==> src/rtl/skewed_weight_feeder_pkg.sv <==
// Shared types and default sizing for the skewed weight feeder.
// Defaults describe the reference array build; the top takes them as parameter defaults.
package skewed_weight_feeder_pkg;

    localparam int sys_cols       = 4;
    localparam int W_BITWIDTH     = 8;
    localparam int w_buffer_depth = 8;

    localparam int W_LEN_BITS = $clog2(w_buffer_depth + 1);

    typedef logic [sys_cols-1:0][W_BITWIDTH-1:0] w_row_t;

    typedef enum logic [1:0] {
        IDLE   = 2'd0,
        STREAM = 2'd1,
        DRAIN  = 2'd2
    } wfeed_state_t;

endpackage

==> src/rtl/wfeed_skew_line.sv <==
// Purpose: DELAY-stage register pipe carrying {valid, data} for one array column.
// Latency: DELAY cycles (DELAY=0 is a plain wire).
// Backpressure: none; the pipe always advances.
module wfeed_skew_line #(
    parameter int DELAY = 0,
    parameter int WIDTH = 8
) (
    input  logic             clk,
    input  logic             rst,
    input  logic             in_vld,
    input  logic [WIDTH-1:0] in_dat,
    output logic             out_vld,
    output logic [WIDTH-1:0] out_dat
);
    import skewed_weight_feeder_pkg::*;

    generate
        if (DELAY == 0) begin : g_wire
            logic unused_clk_rst;
            assign unused_clk_rst = &{1'b0, clk, rst};
            assign out_vld = in_vld;
            assign out_dat = in_dat;
        end else begin : g_pipe
            logic [DELAY-1:0][WIDTH:0] pipe_q;
            logic [DELAY-1:0][WIDTH:0] pipe_d;

            always_comb begin
                pipe_d[0] = {in_vld, in_dat};
                for (int i = 1; i < DELAY; i++) begin
                    pipe_d[i] = pipe_q[i-1];
                end
            end

            always_ff @(posedge clk or negedge rst) begin
                if (!rst) begin
                    pipe_q <= '0;
                end else begin
                    pipe_q <= pipe_d;
                end
            end

            assign {out_vld, out_dat} = pipe_q[DELAY-1];
        end
    endgenerate

endmodule

==> src/rtl/skewed_weight_feeder.sv <==
// Purpose: ping-pong weight banks streamed into the array top edge with column j skewed by j cycles.
// Latency: start at T -> column j valid T+1+j .. T+len+j, done at T+len+SYS_COLS-1.
// Backpressure: wr_ready drops while the write bank is full; start_ready only when the read bank is full and idle.
// Optional WFEED_REPLAY_EN adds input keep: a kept tile stays resident for another stream.
module skewed_weight_feeder #(
    parameter int SYS_COLS   = skewed_weight_feeder_pkg::sys_cols,
    parameter int W_BITWIDTH = skewed_weight_feeder_pkg::W_BITWIDTH,
    parameter int DEPTH      = skewed_weight_feeder_pkg::w_buffer_depth
) (
    input  logic                           clk,
    input  logic                           rst,
    input  logic                           wr_valid,
    output logic                           wr_ready,
    input  logic [SYS_COLS*W_BITWIDTH-1:0] wr_data,
    input  logic                           wr_last,
    input  logic                           start,
`ifdef WFEED_REPLAY_EN
    input  logic                           keep,
`endif
    output logic                           start_ready,
    output logic [SYS_COLS-1:0]            o_valid,
    output logic [SYS_COLS*W_BITWIDTH-1:0] o_data,
    output logic                           done,
    output logic [1:0]                     bank_full
);
    import skewed_weight_feeder_pkg::*;

    localparam int ROW_W      = SYS_COLS * W_BITWIDTH;
    localparam int LEN_W      = $clog2(DEPTH + 1);
    localparam int ADDR_W     = $clog2(2 * DEPTH);
    localparam int DRAIN_W    = (SYS_COLS > 2) ? $clog2(SYS_COLS - 1) : 1;
    localparam int DRAIN_LAST = (SYS_COLS > 1) ? SYS_COLS - 2 : 0;

    wfeed_state_t            state_q, state_d;
    logic [1:0]              full_q, full_d;
    logic [1:0][LEN_W-1:0]   bank_len_q, bank_len_d;
    logic                    wr_bank_q, wr_bank_d;
    logic                    rd_bank_q, rd_bank_d;
    logic [LEN_W-1:0]        wr_cnt_q, wr_cnt_d;
    logic [LEN_W-1:0]        rd_cnt_q, rd_cnt_d;
    logic [LEN_W-1:0]        len_q, len_d;
    logic [DRAIN_W-1:0]      drain_cnt_q, drain_cnt_d;
    logic                    done_q, done_d;
    logic                    stage_vld_q, stage_vld_d;
    logic [ROW_W-1:0]        stage_dat_q, stage_dat_d;
`ifdef WFEED_REPLAY_EN
    logic                    keep_q, keep_d;
`endif

    logic [ROW_W-1:0] mem [2*DEPTH];

    logic              wr_fire, wr_close, start_fire, rd_en, rd_last, release_bank;
    logic [LEN_W-1:0]  rd_row, cur_len;
    logic [ADDR_W-1:0] wr_addr, rd_addr;

    assign wr_ready    = !full_q[wr_bank_q];
    // The done cycle still shows the finishing bank as full; hold start off until it is released.
    assign start_ready = (state_q == IDLE) && full_q[rd_bank_q] && !done_q;

    assign wr_fire    = wr_valid && wr_ready;
    assign wr_close   = wr_fire && (wr_last || (wr_cnt_q == LEN_W'(DEPTH - 1)));
    assign start_fire = start && start_ready;

    assign rd_en   = start_fire || (state_q == STREAM);
    assign rd_row  = start_fire ? '0 : rd_cnt_q;
    assign cur_len = start_fire ? bank_len_q[rd_bank_q] : len_q;
    assign rd_last = rd_en && (rd_row == cur_len - LEN_W'(1));

    assign wr_addr = (wr_bank_q ? ADDR_W'(DEPTH) : '0) + ADDR_W'(wr_cnt_q);
    assign rd_addr = (rd_bank_q ? ADDR_W'(DEPTH) : '0) + ADDR_W'(rd_row);

`ifdef WFEED_REPLAY_EN
    assign release_bank = done_q && !keep_q;
`else
    assign release_bank = done_q;
`endif

    always_comb begin
        state_d     = state_q;
        rd_cnt_d    = rd_cnt_q;
        len_d       = len_q;
        drain_cnt_d = drain_cnt_q;
        done_d      = 1'b0;
        case (state_q)
            IDLE: begin
                if (start_fire) begin
                    len_d    = cur_len;
                    rd_cnt_d = LEN_W'(1);
                    state_d  = STREAM;
                end
            end
            STREAM: begin
                rd_cnt_d = rd_cnt_q + LEN_W'(1);
            end
            DRAIN: begin
                drain_cnt_d = drain_cnt_q + DRAIN_W'(1);
                if (drain_cnt_q == DRAIN_W'(DRAIN_LAST)) begin
                    state_d = IDLE;
                    done_d  = 1'b1;
                end
            end
            default: state_d = IDLE;
        endcase
        // Row 0 may be read in the start cycle itself, so a 1-row tile skips STREAM.
        if (rd_last) begin
            drain_cnt_d = '0;
            if (SYS_COLS == 1) begin
                state_d = IDLE;
                done_d  = 1'b1;
            end else begin
                state_d = DRAIN;
            end
        end
    end

    always_comb begin
        full_d     = full_q;
        bank_len_d = bank_len_q;
        wr_bank_d  = wr_bank_q;
        rd_bank_d  = rd_bank_q;
        wr_cnt_d   = wr_cnt_q;
        if (release_bank) begin
            full_d[rd_bank_q] = 1'b0;
            rd_bank_d         = !rd_bank_q;
        end
        if (wr_fire) begin
            wr_cnt_d = wr_cnt_q + LEN_W'(1);
            if (wr_close) begin
                full_d[wr_bank_q]     = 1'b1;
                bank_len_d[wr_bank_q] = wr_cnt_q + LEN_W'(1);
                wr_cnt_d              = '0;
                wr_bank_d             = !wr_bank_q;
            end
        end
    end

    always_comb begin
        stage_vld_d = rd_en;
        stage_dat_d = rd_en ? mem[rd_addr] : '0;
    end

`ifdef WFEED_REPLAY_EN
    assign keep_d = start_fire ? keep : keep_q;
`endif

    always_ff @(posedge clk or negedge rst) begin
        if (!rst) begin
            state_q     <= IDLE;
            full_q      <= '0;
            bank_len_q  <= '0;
            wr_bank_q   <= 1'b0;
            rd_bank_q   <= 1'b0;
            wr_cnt_q    <= '0;
            rd_cnt_q    <= '0;
            len_q       <= '0;
            drain_cnt_q <= '0;
            done_q      <= 1'b0;
            stage_vld_q <= 1'b0;
            stage_dat_q <= '0;
`ifdef WFEED_REPLAY_EN
            keep_q      <= 1'b0;
`endif
        end else begin
            state_q     <= state_d;
            full_q      <= full_d;
            bank_len_q  <= bank_len_d;
            wr_bank_q   <= wr_bank_d;
            rd_bank_q   <= rd_bank_d;
            wr_cnt_q    <= wr_cnt_d;
            rd_cnt_q    <= rd_cnt_d;
            len_q       <= len_d;
            drain_cnt_q <= drain_cnt_d;
            done_q      <= done_d;
            stage_vld_q <= stage_vld_d;
            stage_dat_q <= stage_dat_d;
`ifdef WFEED_REPLAY_EN
            keep_q      <= keep_d;
`endif
        end
    end

    always_ff @(posedge clk) begin
        if (wr_fire) begin
            mem[wr_addr] <= wr_data;
        end
    end

    genvar j;
    generate
        for (j = 0; j < SYS_COLS; j++) begin : g_col
            wfeed_skew_line #(
                .DELAY (j),
                .WIDTH (W_BITWIDTH)
            ) u_skew (
                .clk     (clk),
                .rst     (rst),
                .in_vld  (stage_vld_q),
                .in_dat  (stage_dat_q[j*W_BITWIDTH +: W_BITWIDTH]),
                .out_vld (o_valid[j]),
                .out_dat (o_data[j*W_BITWIDTH +: W_BITWIDTH])
            );
        end
    endgenerate

    assign done      = done_q;
    assign bank_full = full_q;

endmodule

==> config.mk <==
export PLATFORM = sky130hd
export DESIGN_NAME = skewed_weight_feeder
export DESIGN_NICKNAME = d
export VERILOG_FILES = /design/src/rtl/skewed_weight_feeder_pkg.sv /design/src/rtl/wfeed_skew_line.sv /design/src/rtl/skewed_weight_feeder.sv
export SDC_FILE = /design/constraint.sdc
export NUM_CORES = 1
export LEC_CHECK = 0
export CORE_MARGIN = 2
export CORE_UTILIZATION = 42
export CTS_BUF_LIST = sky130_fd_sc_hd__clkbuf_16
export DETAILED_ROUTE_END_ITERATION = 12
export PLACE_DENSITY_LB_ADDON = 0.25
export RECOVER_POWER = 25
export SYNTH_ARGS = -nofsm -noshare
export SYNTH_HDL_FRONTEND = slang
export SYNTH_SLANG_ARGS = --single-unit
==> constraint.sdc <==
create_clock -name clk -period 9 [get_ports clk]
set_clock_uncertainty 0.15 [all_clocks]
set_input_delay 0.9 -clock clk [delete_from_list [all_inputs] [get_ports clk]]
set_output_delay 0.9 -clock clk [all_outputs]
set_load 0.005 [all_outputs]
==> out/qor.csv, run 1 <==
stage;metric;value;unit
outcome;status;complete, but fails checks;
outcome;failing checks;capacitance limit, slew limit;
clocking;hold_buf cts;0;
timing;relative max-transition margin;-181;%
critical_path;reg2reg start;state_q[0];
synth;Netlist cell types;50;
critical_path;Worst R2R Setup Slack;5.25;ns
critical_path;CP arrival;3.84;ns
clocking;CTS tree;built;
place;post-detail-place hpwl;29100;microns
place;DP Worst Slack;4.41;ns
place;Final GP Congestion;0.749;
hold_path;worst hold endpoint;g_col[2].u_skew.out_dat[7];
clocking;CTS resizes;0;
floorplan;Ports;78;
floorplan;Core Region;0.0564;sq mm
timing;RSZ-0062 raised after global routing;false;
hold_path;Min-Delay Path Depth;0;
hold_path;worst hold start;g_col[2].u_skew.g_pipe.pipe_d[16];
timing;Fmax;206;MHz
pwr;LEAKAGE;9.38;nW
synth;Post-Synthesis Net Count;1485;
pwr;Pwr Density;310;mW/mm^2
run;max cap viols;1;
synth;ys async rst share;18.1;%
global_routing;first-pass GRT wire length;87900;microns
layout;most frequent cells in the layout;edfxtp_1 (512), mux2i_1 (133), dfrtp_1 (110), o22ai_1 (65);
timing;Worst Max-Slew Pin Slew;4.21;ns
timing;final worst slack;4.15;ns
route;Initial DRC Count;1241;
clocking;CTS root buf;clkbuf_16;
clocking;buffer count from post-CTS setup fixing;0;
global_routing;GRT Overall Usage;19.8;%
layout;nets;1554;
critical_path;CP delay by family, top;buffers and inverters;
global_routing;pin count of the biggest net entering global routing;77;
timing;setup TNS;0;ns
clocking;clock-pin slew on the worst setup and hold paths;0.06;ns
pwr;peak supply drop;186;uV
timing;Final setup viols;0;
global_routing;total grt overflow;0;
hold_path;type of the worst min-delay path;reg2reg;
global_routing;initial antenna violation count;3;
timing;count of pins over their slew limit;61;
global_routing;vias in the first global route;13800;
route;DRC Markers;0;
place;PortBufs;77;
route;Via Count;13400;
synth;sequential area share after synthesis;76.0;%
synth;syn avg cell area;16.6;sq um
clocking;CTS sink count;625;
critical_path;crit path max fanout;60;
synth;Cells after Synth;1441;
clocking;H-tree level count;2;
route;antenna-violating nets left;0;
critical_path;type of the worst setup path;in2async;
route;wire per inst;25.1;microns
timing;Final period util;53.9;%
critical_path;CP endpoint kind;asynchronous set/reset pin;
floorplan;DIE HEIGHT;243;microns
route;drt pass-1 iters;5;
critical_path;CP max stage cell;clkbuf_1;
floorplan;Die X;243;microns
synth;synth top area cells;edfxtp_1 (64%), dfrtp_1 (12%), mux2i_1 (5.6%);
critical_path;Bufs and invs on worst path;1;
synth;mapped cell area;0.0240;sq mm
timing;Fin Hold WS;0.196;ns
clocking;Clk Latency, worst-skew pair;0.63;ns
critical_path;FF-to-FF path depth;12;
synth;post-synth top area cell;edfxtp_1;
synth;post-synthesis register bit count;625;
synth;Synth warnings;0;
layout;commonest non-fill, non-tap cell in the layout;edfxtp_1;
clocking;CTS max path bufs;3;
critical_path;RR Endpoint;state_q[0];
critical_path;CP peak stage delay;2.90;ns
clocking;CTS buffer count;61;
synth;top cell type's share of synthesized area;64.2;%
synth;Top FF cell, synth;edfxtp_1;
timing;minimum clock period;4.85;ns
critical_path;Worst Path Required;7.98;ns
route;total wire length;58100;microns
floorplan;DIE AREA;0.0590;sq mm
synth;number of synthesized flops with an enable pin;512;
floorplan;Initial Util;42.5;%
critical_path;CP Launch Type;input port;
layout;layout cells sized above 1;11.9;%
critical_path;CP Cell Sequence;clkbuf_1;
layout;Layout area overhead;15.3;%
timing;Hold Violations, Final;0;
route;via/cell ratio;5.76;
floorplan;Rows;87;
## cells in the mapped netlist, types with 23 or more instances
cell / number
nand2_1: 32
a211oi_1: 64
mux2i_1: 133
or3_1: 32
a221oi_1: 64
edfxtp_1: 512
nor3_1: 34
dfrtp_1: 113
o22ai_1: 67
o21ai_0: 54
nor3b_1: 33
nor2_1: 23
buf_2: 26
clkbuf_1: 72
o32ai_1: 32
a21oi_1: 38
mux2_2: 34
## worst register-to-register path, delay by kind of cell (launching register included)
| family | cells | cell delay (ns) |
|---|---|---|
| AND/OR/NAND/NOR | 5 | 1.28 |
| buffers and inverters | 2 | 0.92 |
| flip-flops | 1 | 0.45 |
| AO/OA/AOI/OAI | 3 | 0.40 |
| adder cells (fa/ha/maj) | 1 | 0.30 |
| XOR/XNOR | 1 | 0.13 |
## cell families (layout without fill, tap and decap cells)
| family | Yosys count | in the layout | share of synthesized area, % |
|---|---|---|---|
| compound gates | 330 | 330 | 9.57 |
| xor+xnor | 13 | 13 | 0.506 |
| fa+ha+maj | 7 | 7 | 0.365 |
| buf+inv | 119 | 240 | 2.12 |
| flops | 625 | 625 | 76.0 |
| mux | 168 | 168 | 7.25 |
| other cells | 0 | 1 | 0 |
| simple gates | 179 | 179 | 4.23 |
## final cells by class
| cell class | instances | area [sq um] |
|---|---|---|
| Inverter | 11 | 41.3 |
| Clock inverter | 53 | 413 |
| Fill cell | 4765 | 28800 |
| Multi-Input combinational cell | 697 | 5430 |
| Tap cell | 756 | 946 |
| Sequential cell | 625 | 18200 |
| Clock buffer | 62 | 1550 |
| Antenna cell | 1 | 2.50 |
| Timing Repair Buffer | 114 | 1040 |
## report_power, final
part,internal [W],switching [W],leakage [nW],total [W]
Combinational,0.000969,0.00150,2.38,0.00247
Clock,0.00144,0.00106,0.998,0.00250
Sequential,0.00341,0.000175,6.00,0.00358
Total,0.00582,0.00274,9.38,0.00856
## how the worst max path moves through the flow
stage,start,depth (start not counted),endpoint
after detailed placement,start,13,state_q[0]
after global routing,rst,1,rd_cnt_q[2]
final,rst,1,rd_cnt_q[2]
after CTS,start,13,state_q[0]
after floorplan,wr_valid,4,mem[7][0]
after global placement,start,13,state_q[0]
## metal layers
layer	share of wire [%]	GRT usage (%)	up-vias	wire length, microns
met4	2.4	5.68	4	1390
met2	48	32.6	389	28200
met5	0.041	0	-	24
met3	5.0	2.73	100	2900
li1	-	-	5915	-
met1	44	27.6	6950	25700
## metrics by stage
stage,util [%],instances,power (W),area (sq um)
floorplan,-,1441,0.00520,24000
global placement,45.5,2203,0.00609,25700
detailed placement,45.5,2203,0.00612,25700
CTS,49.0,2318,0.00862,27600
global route,49.0,2318,0.00896,27600
finish,49.0,2319,0.00856,27600
## state kept, by name, summed over array words and instances, names as in the netlist
| signal | flops |
|---|---|
| stage_vld_q | 1 |
| state_q | 2 |
| len_q | 4 |
| g_col.u_skew.out_dat | 16 |
| bank_len_q | 8 |
| done | 1 |
| drain_cnt_q | 2 |
| stage_dat_q | 32 |
| mem | 512 |
| g_col.u_skew.out_vld | 2 |
| g_col.u_skew.g_pipe.pipe_q | 9 |
| rd_bank_q | 1 |
| wr_bank_q | 1 |
| wr_cnt_q | 4 |
| rd_cnt_q | 4 |
| g_col.u_skew.g_pipe.pipe_d | 24 |
| bank_full | 2 |
(Power assumes the default switching activity.)
==> run 2: changes to the inputs <==
- clock period: 9 -> 4.5 ns (I/O delays scaled with it)
==> run 2 against run 1 <==
  * The flow now finishes without violations
  * Sequential share of layout area decreased by 0.55 points
  * Flip-flop and latch count unchanged
  * Wire length up 1.8%
  * Combinational power is 100% higher
  * Die area stayed put
  * Design area rose by 0.84%
  * Worst hold slack barely moved
  * Core utilization is 0.41 points higher
  * Global-route usage up 0.17 points
  * Critical path depth up 5
  * Largest cell class unchanged
==> out/qor.csv, run 2 (synthesized netlist as in run 1, its figures left out) <==
stage;metric;value;unit
layout;sequential cell area;0.0182;sq mm
layout;commonest non-fill, non-tap cell in the layout;edfxtp_1;
hold_path;worst hold start;g_col[3].u_skew.g_pipe.pipe_d[12];
place;PortBufs;77;
global_routing;pin count of the biggest net entering global routing;85;
floorplan;DIE HEIGHT;243;microns
timing;Final setup viols;0;
layout;Layout area overhead;16.3;%
route;Via Count;13500;
floorplan;Rows;87;
critical_path;Worst R2R Setup Slack;1.04;ns
layout;nets;1562;
timing;Fin Hold WS;0.196;ns
critical_path;CP endpoint kind;register;
clocking;H-tree level count;2;
hold_path;worst hold endpoint;g_col[3].u_skew.g_pipe.pipe_d[21];
timing;minimum clock period;3.46;ns
pwr;peak supply drop;401;uV
pwr;Pwr Density;626;mW/mm^2
critical_path;crit path max fanout;36;
place;Final GP Congestion;0.748;
timing;relative max-transition margin;16.7;%
hold_path;type of the worst min-delay path;reg2reg;
critical_path;Worst Path Required;4.91;ns
timing;Hold Violations, Final;0;
layout;Filler cells;4743;
critical_path;CP arrival;3.87;ns
critical_path;CP Cell Sequence;mux2_2 > a21oi_4 > buf_12 > a221oi_1 > a211oi_1 > or3_1;
layout;ant diodes;0;
critical_path;CP peak stage delay;0.99;ns
floorplan;DIE AREA;0.0590;sq mm
timing;RSZ-0062 raised after global routing;false;
clocking;CTS resizes;0;
timing;count of pins over their slew limit;0;
route;DRC Markers;0;
critical_path;type of the worst setup path;reg2reg;
timing;Worst Max-Slew Pin Slew;1.25;ns
timing;setup TNS;0;ns
floorplan;Ports;78;
clocking;clock-pin slew on the worst setup and hold paths;0.06;ns
pwr;total power;0.0175;W
critical_path;RR Endpoint;stage_dat_q[0];
floorplan;Die X;243;microns
timing;Final period util;76.9;%
global_routing;GRT Overall Usage;20.0;%
clocking;CTS root buf;clkbuf_16;
layout;footprint of the multi-input gates;0.00543;sq mm
layout;most frequent cells in the layout;edfxtp_1 (512), mux2i_1 (133), dfrtp_1 (110), o22ai_1 (65);
pwr;LEAKAGE;9.52;nW
route;drt pass-1 iters;5;
layout;number of flip-flops in the largest register;512;
clocking;CTS tree;built;
global_routing;vias in the first global route;13600;
layout;layout cells sized above 1;13.0;%
layout;register with the most flip-flops;mem;
clocking;CTS max path bufs;3;
floorplan;Core Region;0.0564;sq mm
route;wire per inst;25.4;microns
route;Initial DRC Count;1022;
clocking;CTS buffer count;61;
global_routing;initial antenna violation count;4;
route;via/cell ratio;5.81;
clocking;Clk Latency, worst-skew pair;0.63;ns
critical_path;CP Launch Type;register;
outcome;status;finished, final reports clean;
critical_path;CP max stage cell;a21oi_4;
critical_path;FF-to-FF path depth;6;
route;antenna-violating nets left;0;
hold_path;Min-Delay Path Depth;0;
floorplan;Initial Util;42.5;%
global_routing;total grt overflow;0;
place;post-detail-place hpwl;29600;microns
run;max cap viols;0;
timing;Fmax;289;MHz
global_routing;first-pass GRT wire length;88100;microns
clocking;CTS sink count;625;
route;total wire length;59200;microns
critical_path;reg2reg start;rd_bank_q;
[run 2: cell types whose count changed in the layout (fill, tap and decap cells not counted), sizes merged]
cell and delta:
dlygate4sd3 +5, diode -1, bufinv +2, clkinv -6, inv +5, clkdlybuf4s50 -4
buf +8, clkbuf -1
[run 2: worst max-delay path by stage]
stage,start,cells after the start,endpoint
2_1_floorplan,wr_bank_q,6,mem[7][0]
3_3_place_gp,start,7,state_q[1]
3_5_place_dp,start,7,state_q[1]
4_1_cts,rd_bank_q,6,stage_dat_q[0]
5_1_grt,rd_bank_q,6,stage_dat_q[27]
6_report,rd_bank_q,6,stage_dat_q[0]
[run 2: final cells by class]
cell class | instances | share of cell area [%]
sequential | 625 | 65.3
clock buffer | 62 | 5.57
timing repair buffer | 122 | 4.26
inverter | 11 | 0.148
clock inverter | 54 | 1.80
multi-input combinational | 697 | 19.5
tap | 756 | 3.39
[run 2: metrics by stage]
step	area, sq um	util [%]	worst slack [ns]	cells
global route	27900	49.4	0.988	2327
detailed placement	25800	45.8	1.01	2210
finish	27900	49.4	1.04	2327
global placement	25800	45.8	1.02	2210
CTS	27900	49.4	1.04	2327
floorplan	24000	-	1.19	1441
[run 2: routing by layer]
metal / vias to the layer above / global-route usage (%) / share of wire (%)
met5: - / 0 / 0.022
met4: 2 / 4.76 / 1.9
met3: 98 / 3.03 / 5.4
met2: 434 / 33.8 / 49
met1: 7048 / 27.2 / 44
li1: 5936 / - / -
[run 2: worst max-delay path, delay by kind of cell, from the launching register on]
kind                   cells  cell delay, ns
DFF                        1            0.78
muxes                      1            0.52
and+or+nand+nor            1            0.17
buffers and inverters      1            0.35
AOI/OAI and AO/OA          3            1.39
[run 2: power by group]
part | switching, W | internal, W | leakage [nW]
clock network | 0.00219 | 0.00302 | 1.06
logic | 0.00298 | 0.00200 | 2.46
registers | 0.000451 | 0.00681 | 6.00
[run 2: what timing repair did]
| item | 4_1_cts | 5_1_grt |
|---|---|---|
| hold buffers | 1 | 0 |
| hold endpoints to repair | 83 | 0 |
| setup endpoints to repair | 0 | 0 |
| buffers inserted | 0 | 0 |
==> run 3: changes to the inputs <==
- clock period: 4.5 -> 3.6 ns (I/O delays scaled with it)
==> run 3 against run 2 <==
  * Core utilization rose by 0.20 points
  * Sequential power increased by 23%
  * Total power grew 24%
  * Global-route usage down 0.13 points
  * Via count fell by 0.16%
  * Worst hold slack lost 0.015 ns
  * Final cell count up 0.52%
  * Count of clock-buffer cells in the layout down 1
  * Largest power group unchanged
  * Maximum frequency increased by 12%
  * Clock power is 21% higher
  * Non-clock buffer count is 12 higher
  * Design area up 0.41%
  * Critical path type unchanged
==> out/qor.csv, run 3 (synthesized netlist as in run 1, its figures left out) <==
stage;metric;value;unit
outcome;status;finished, final reports clean;
critical_path;Bufs and invs on worst path;2;
layout;layout cells sized above 1;13.2;%
route;Initial DRC Count;1000;
layout;Filler cells;4696;
hold_path;type of the worst min-delay path;in2async;
run;max cap viols;0;
timing;Worst Max-Slew Pin Slew;1.09;ns
clocking;Clk Latency, worst-skew pair;0.63;ns
layout;register with the most flip-flops;mem;
timing;Hold Violations, Final;0;
route;total wire length;58700;microns
global_routing;vias in the first global route;13500;
global_routing;GRT Overall Usage;19.8;%
place;post-detail-place hpwl;31600;microns
clocking;CTS buffer count;61;
clocking;H-tree level count;2;
layout;commonest non-fill, non-tap cell in the layout;edfxtp_1;
critical_path;CP Launch Type;register;
route;drt pass-1 iters;5;
global_routing;pin count of the biggest net entering global routing;144;
timing;relative max-transition margin;27.0;%
clocking;CTS tree;built;
place;PortBufs;77;
timing;Fmax;324;MHz
route;wire per inst;25.1;microns
floorplan;Die X;243;microns
global_routing;total grt overflow;0;
layout;Layout area overhead;16.8;%
layout;nets;1574;
floorplan;DIE HEIGHT;243;microns
clocking;CTS sink count;625;
critical_path;type of the worst setup path;reg2reg;
critical_path;crit path max fanout;41;
layout;number of flip-flops in the largest register;512;
timing;count of pins over their slew limit;0;
layout;Final Core Density;49.6;%
layout;most frequent cells in the layout;edfxtp_1 (512), mux2i_1 (133), dfrtp_1 (110), o22ai_1 (65);
place;Final GP Congestion;0.789;
route;via/cell ratio;5.77;
clocking;CTS max path bufs;3;
timing;Final period util;85.7;%
route;Via Count;13500;
floorplan;Core Region;0.0564;sq mm
floorplan;Ports;78;
pwr;Pwr Density;776;mW/mm^2
floorplan;DIE AREA;0.0590;sq mm
timing;RSZ-0062 raised after global routing;false;
critical_path;CP endpoint kind;register;
floorplan;Initial Util;42.5;%
pwr;LEAKAGE;9.57;nW
timing;setup TNS;0;ns
floorplan;Rows;87;
critical_path;CP Cell Sequence;or4b_4 > nor2_4 > buf_4 > buf_4 > o32ai_1 > nor3_1 > or3_1;
pwr;peak supply drop;621;uV
global_routing;initial antenna violation count;6;
critical_path;Worst Path Required;4.02;ns
route;antenna-violating nets left;0;
critical_path;CP dominant cell by count;buf_4;
clocking;clock-pin slew on the worst setup and hold paths;0.06;ns
global_routing;first-pass GRT wire length;87700;microns
clocking;CTS root buf;clkbuf_16;
critical_path;CP max stage cell;or4b_4;
critical_path;CP peak stage delay;0.62;ns
timing;Final setup viols;0;
critical_path;CP delay by family, top;simple AND/OR/NAND/NOR gates;
route;DRC Markers;0;
critical_path;CP arrival;3.50;ns
timing;minimum clock period;3.08;ns
==> run 3: repair_timing <==
item / in CTS / in global routing
setup buffers: 0 / 0
hold endpoints to repair: 56 / 0
hold buffers: 1 / 0
gates resized for setup: 0 / 0
==> run 3: where the power goes <==
part	internal, W	switching (W)
combinational	0.00257	0.00389
clock	0.00364	0.00266
sequential	0.00852	0.000426
==> run 3: worst register-to-register path: cells and delay by family (launching register included) <==
family                 cells  cell delay, ns
AO/OA/AOI/OAI              1            0.20
AND/OR/NAND/NOR            4            1.16
flip-flops                 1            0.47
buffers and inverters      2            1.04
==> run 3: final timing paths <==
kind,start,endpoint,slack [ns],cells after the start
setup / recovery,state_q[0],stage_dat_q[18],0.52,7
hold / removal,rst,rd_bank_q,0.18,2
setup reg to reg,state_q[0],stage_dat_q[18],0.52,7
hold reg to reg,g_col[3].u_skew.g_pipe.pipe_d[19],g_col[3].u_skew.out_dat[1],0.20,0
max in group asynchronous,rst,g_col[2].u_skew.g_pipe.pipe_d[11],2.31,3
min in group clk,g_col[3].u_skew.g_pipe.pipe_d[19],g_col[3].u_skew.out_dat[1],0.20,0
==> run 3: stage by stage <==
| stage | setup WS (ns) | cells | hold WS (ns) | area [sq um] | power [W] |
|---|---|---|---|---|---|
| 6_report | 0.516 | 2339 | 0.181 | 28000 | 0.0217 |
| 5_1_grt | 0.395 | 2337 | 0.202 | 28000 | 0.0227 |
| 4_1_cts | 0.536 | 2337 | 0.183 | 28000 | 0.0218 |
| 3_5_place_dp | 0.294 | 2222 | 0.185 | 26000 | 0.0155 |
| 3_3_place_gp | 0.363 | 2222 | 0.181 | 26000 | 0.0154 |
| 2_1_floorplan | 0.291 | 1441 | -0.0856 | 24000 | 0.0130 |
==> run 3: final cells by class <==
| type | instances | area [sq um] | area share [%] |
|---|---|---|---|
| Timing Repair Buffer | 134 | 1370 | 4.88 |
| Antenna cell | 2 | 5.00 | 0.0179 |
| Sequential cell | 625 | 18200 | 65.1 |
| Clock inverter | 53 | 458 | 1.64 |
| Tap cell | 756 | 946 | 3.38 |
| Clock buffer | 61 | 1530 | 5.46 |
| Multi-Input combinational cell | 697 | 5430 | 19.4 |
| Inverter | 11 | 41.3 | 0.148 |
==> run 3: layer usage <==
| layer | vias up | track usage (%) | share of wire, % |
|---|---|---|---|
| met5 | - | 0 | 0.038 |
| met4 | 4 | 4.82 | 1.9 |
| met3 | 89 | 3.12 | 5.9 |
| met2 | 434 | 33.3 | 49 |
| met1 | 7024 | 27.2 | 43 |
| li1 | 5946 | - | - |
